[config.mk]
export PLATFORM = sky130hd
export DESIGN_NAME = pipe_skid_stage
export DESIGN_NICKNAME = d
export VERILOG_FILES = /design/src/rtl/Pipe_Buf_Reg_PKG.sv /design/src/rtl/sat_counter.sv /design/src/rtl/pipe_skid_stage.sv
export SDC_FILE = /design/constraint.sdc
export NUM_CORES = 1
export LEC_CHECK = 0
export BUFFER_PORTS_ARGS = -buffer_cell sky130_fd_sc_hd__buf_4
export CAP_MARGIN = 25
export CORE_ASPECT_RATIO = 0.7
export CORE_UTILIZATION = 57
export CTS_CLUSTER_SIZE = 8
export DETAILED_ROUTE_END_ITERATION = 6
export GPL_TIMING_DRIVEN = 0
export PLACE_DENSITY_LB_ADDON = 0.08
export REMOVE_ABC_BUFFERS = 1
export SLEW_MARGIN = 20
export SYNTH_ARGS = -nofsm -noshare
export SYNTH_HDL_FRONTEND = slang
export SYNTH_SLANG_ARGS = --single-unit
[constraint.sdc]
create_clock -name clk -period 9.2 [get_ports clk]
set_input_delay 0.46 -clock clk [delete_from_list [all_inputs] [get_ports clk]]
set_output_delay 0.46 -clock clk [all_outputs]
set_load 0.005 [all_outputs]
[src/rtl/Pipe_Buf_Reg_PKG.sv]
// Shared types for pipeline buffer registers: stage occupancy state and
// the packed payload carried between stages.
package Pipe_Buf_Reg_PKG;

    typedef enum logic [1:0] {
        ST_EMPTY = 2'd0,
        ST_ONE   = 2'd1,
        ST_FULL  = 2'd2
    } occ_state_e;

    // Default stage payload; its width matches the stage's default WIDTH
    typedef struct packed {
        logic [31:0] pc;
        logic [31:0] instr;
    } stage_payload_t;

    localparam int PAYLOAD_W = $bits(stage_payload_t);

endpackage

[src/rtl/sat_counter.sv]
// Saturating up-counter that adds 0, 1 or 2 per cycle and sticks at all-ones.
module sat_counter #(
    parameter int CNT_W = 8
) (
    input  logic             clk,
    input  logic             reset,
    input  logic [1:0]       inc,
    output logic [CNT_W-1:0] count
);

    localparam logic [CNT_W:0] MAX = {1'b0, {CNT_W{1'b1}}};

    function automatic logic [CNT_W-1:0] sat_add(input logic [CNT_W-1:0] a,
                                                 input logic [1:0]       b);
        logic [CNT_W:0] sum;
        sum = {1'b0, a} + {{(CNT_W-1){1'b0}}, b};
        if (sum > MAX)
            sum = MAX;
        return sum[CNT_W-1:0];
    endfunction

    always_ff @(posedge clk) begin
        if (reset)
            count <= '0;
        else
            count <= sat_add(count, inc);
    end

endmodule

[src/rtl/pipe_skid_stage.sv]
// Two-entry pipeline register with skid buffer: registered in_ready, stall
// bubbles, flush with a saturating discard count.
module pipe_skid_stage
    import Pipe_Buf_Reg_PKG::*;
#(
    parameter int               WIDTH  = 64,
    parameter logic [WIDTH-1:0] BUBBLE = '0,
    parameter int               CNT_W  = 8
) (
    input  logic             clk,
    input  logic             reset,
    input  logic             in_valid,
    output logic             in_ready,
    input  logic [WIDTH-1:0] in_data,
    output logic             out_valid,
    input  logic             out_ready,
    output logic [WIDTH-1:0] out_data,
    input  logic             stall,
    input  logic             flush,
    output logic [1:0]       occupancy,
    output logic [CNT_W-1:0] flush_cnt
);

    occ_state_e       st_q, st_d;
    logic [WIDTH-1:0] main_data, skid_data;
    logic             accept, deq;
    logic             main_ld_in, main_ld_skid, skid_ld;
    logic [1:0]       discard;

    // Ready and valid depend only on registered state and stall
    assign in_ready  = (st_q != ST_FULL) && !stall;
    assign out_valid = (st_q != ST_EMPTY) && !stall;
    assign out_data  = out_valid ? main_data : BUBBLE;
    assign occupancy = st_q;

    assign accept = in_valid && in_ready && !flush;
    assign deq    = out_valid && out_ready && !flush;

    always_comb begin
        st_d         = st_q;
        main_ld_in   = 1'b0;
        main_ld_skid = 1'b0;
        skid_ld      = 1'b0;
        discard      = 2'd0;
        if (flush) begin
            st_d    = ST_EMPTY;
            discard = (st_q == ST_FULL) ? 2'd2 : (st_q == ST_ONE) ? 2'd1 : 2'd0;
        end else begin
            case (st_q)
                ST_EMPTY: begin
                    if (accept) begin
                        st_d       = ST_ONE;
                        main_ld_in = 1'b1;
                    end
                end
                ST_ONE: begin
                    if (accept && deq) begin
                        main_ld_in = 1'b1;
                    end else if (accept) begin
                        st_d    = ST_FULL;
                        skid_ld = 1'b1;
                    end else if (deq) begin
                        st_d = ST_EMPTY;
                    end
                end
                ST_FULL: begin
                    if (deq) begin
                        st_d         = ST_ONE;
                        main_ld_skid = 1'b1;
                    end
                end
                default: st_d = ST_EMPTY;
            endcase
        end
    end

    always_ff @(posedge clk) begin
        if (reset)
            st_q <= ST_EMPTY;
        else
            st_q <= st_d;
    end

    // Payload registers carry no reset; their contents are qualified by st_q
    always_ff @(posedge clk) begin
        if (main_ld_in)
            main_data <= in_data;
        else if (main_ld_skid)
            main_data <= skid_data;
        if (skid_ld)
            skid_data <= in_data;
    end

    sat_counter #(
        .CNT_W(CNT_W)
    ) u_flush_cnt (
        .clk  (clk),
        .reset(reset),
        .inc  (discard),
        .count(flush_cnt)
    );

endmodule

==> metrics.cfg <==
[global_route]
grt_max_degree=43
antenna_found_initial=0
grt-ovfl-total=0
grt_pass1_vias=3256
grt_pass1_wl_um=17300
grt_usage_pct=22.7

[pwr]
clkPwrFrac_pct=47.9
sw_frac_of_total_pct=19.3
peakVddDrop_mv=0.226
p_int_uw=1180
p_leak_uw=0.00327
p_switching_uw=284
pwr-share-comb_pct=4.8
power_frac_seq_pct=47.3
p_per_area_nw_per_um2=188

[layout]
diodes=0
drive_gt1_share_pct=49.9
nNetsFinal=569
seq_area_um2=4040
multi_input_area_um2=1730
stdcell_area_um2=7810
syn2layout_area_growth_pct=32.9
num-fill-cells=569
post-route-util_pct=79.1

[detailed_routing]
vias=3307
drc=0
wl_per_cell_um=17.8
avgViaCountPerCell=5.19
routed_wl_um=11300
ant_nets=0
firstDrtPassIters=4
drt_iter0_drc=235

[sta]
finalMaxSlewViolations=0
hold_viol_final=0
clock_skew_ps=6.51
fin_setup_tns_ps=0
rsz0062_at_grt=no
fin_crit_ps=2660
timing.fmax_mhz=376
worstMarginPinSlew_ps=911
max-slew-margin-rel_pct=38.9
hold_ws_ps=228
fin_ws_ps=6540
fin_crit_sh_pct=28.9
setup_violations=0

[die]
placementRows=30
die_w_um=123
die_height_um=87.0
ios=146
start_util_pct=59.5
die_area_um2=10700
fp.coreArea_um2=9870

[cts]
ctsHtreeMaxLevel=4
clock_tree.buffer_depth=2
path_clk_slew_ps=60
ctsHoldBuffers=0
numCtsBuffers=17
clock_latency_ps=410
cts_setup_buffers=0
ctsResizeCount=0
cts_root_buffer=clkbuf_16
cts_tree=built
clkSinkCount=138

[hold_path]
worstHoldStart=in_data[49]
hold_class=in -> reg

[critical_path]
path_cells=nor2b_1 -> a32oi_1 -> nor3_2 -> buf_6 -> buf_6 -> buf_6 -> buf_6
max_stage_delay_ps=710
path_max_fanout=10
path_buf_inv=4
crit_slowest_cell=nor3_2
cp-start-kind=flip-flop
setup.worst_path.class=reg -> reg
crit_family=simple AND/OR/NAND/NOR gates
timing.rr.start=occupancy[1]
crit_top_cell=buf_6
cp.required_ps=9320
crit_path_start=occupancy[1]
cp.arrival_ps=2780
end_kind=flip-flop

[placed_design]
detailed_place.area_um2=7200
place_ws_ps=6580
routabilityCongestion=0.800
place.port_buffers=145
dp_hpwl_um=7460

[synthesis]
avgSynthCellArea_um2=17.5
yosysSeqAreaShare_pct=68.8
synthCells=336
ys_types=37
syn_area_um2=5880
synth.ff_latch_count=138
yosys_most_used_dff=edfxtp_1
synth_edf_count=128
async_reset_ff_share_pct=0
yosysWarnings=0

[run_status]
status=completed

[run]
maxCapViolCount=0

## area by class of cell
cell class	count	share of cell area, %
sequential	138	51.8
multi-input combinational	179	22.2
timing repair buffer	156	16.0
clock buffer	18	5.49
clock inverter	14	2.29
tap	128	2.05
inverter	4	0.192
## synth_stat cells, types with 3 or more instances
cell type    n  share of area, %
edfxtp_1   128                65
and2_1      66               7.0
nor2_1       5              0.32
buf_6        6               1.1
dfxtp_1     10               3.4
a31oi_1      4              0.43
inv_1        4              0.26
mux2_2       4              0.77
nor3_1       3              0.26
a21oi_1      5              0.43
clkbuf_1     9              0.57
mux2_4      60                15
## layer usage
layer / vias to the layer above / wire, um / global-route usage [%]
met1: 1584 / 4770 / 28.3
met2: 136 / 5370 / 35.2
met3: 13 / 1010 / 9.42
li1: 1574 / - / -
met4: 0 / 158 / 9.20
met5: - / 0 / 0
## state kept, by name, indices dropped and copies added, names as in the netlist
signal and count:
occupancy 2, skid_data 64, main_data 64, u_flush_cnt.count 8
## cell usage in the layout, fill, tap and decap left out, drive strengths merged, types with 3 or more instances in the layout
cell / Yosys / layout
buf: 6 / 156
and2: 66 / 66
dfxtp: 10 / 10
bufinv: 0 / 4
clkinv: 0 / 8
a31oi: 4 / 4
nor2: 6 / 6
clkbuf: 9 / 18
inv: 4 / 4
mux2: 64 / 64
a21oi: 5 / 5
edfxtp: 128 / 128
nor3: 3 / 3
## worst paths after layout
path              endpoint  slack, ps  cells after the start
min reg2reg  main_data[45]        540                      1
max          main_data[49]       6540                      7
max reg2reg  main_data[49]       6540                      7
min          skid_data[49]        230                      1
## stage by stage
step | instances | power (uW)
after floorplan | 321 | 737
after global placement | 594 | 775
after detailed placement | 605 | 778
after CTS | 637 | 1480
after global routing | 637 | 1510
final | 637 | 1470
## kinds of logic after synthesis
| logic type | count (synthesis) | share of synthesized area (%) |
|---|---|---|
| muxes | 65 | 16.3 |
| and+or+nand+nor | 91 | 9.88 |
| adders and majority gates | 3 | 0.766 |
| buffers and inverters | 19 | 1.98 |
| AOI/OAI and AO/OA | 19 | 2.15 |
| xor gates and xnor gates | 1 | 0.149 |
| DFF | 138 | 68.8 |
## worst register-to-register path, delay by kind of cell (launching register included)
kind,cells,cell delay [ps]
AO/OA/AOI/OAI,1,140
buffers and inverters,4,730
flip-flops,1,450
AND/OR/NAND/NOR,2,1050
## power by group through the flow
stage / Sequential [uW] / Combinational (uW) / Clock (uW)
final: 694 / 70.2 / 703
after global routing: 695 / 75.1 / 743
after CTS: 694 / 71.0 / 714
after detailed placement: 707 / 70.4 / 0
after global placement: 709 / 65.7 / 0
after floorplan: 708 / 29.4 / 0
No activity file was read; power rests on OpenSTA's default activity.
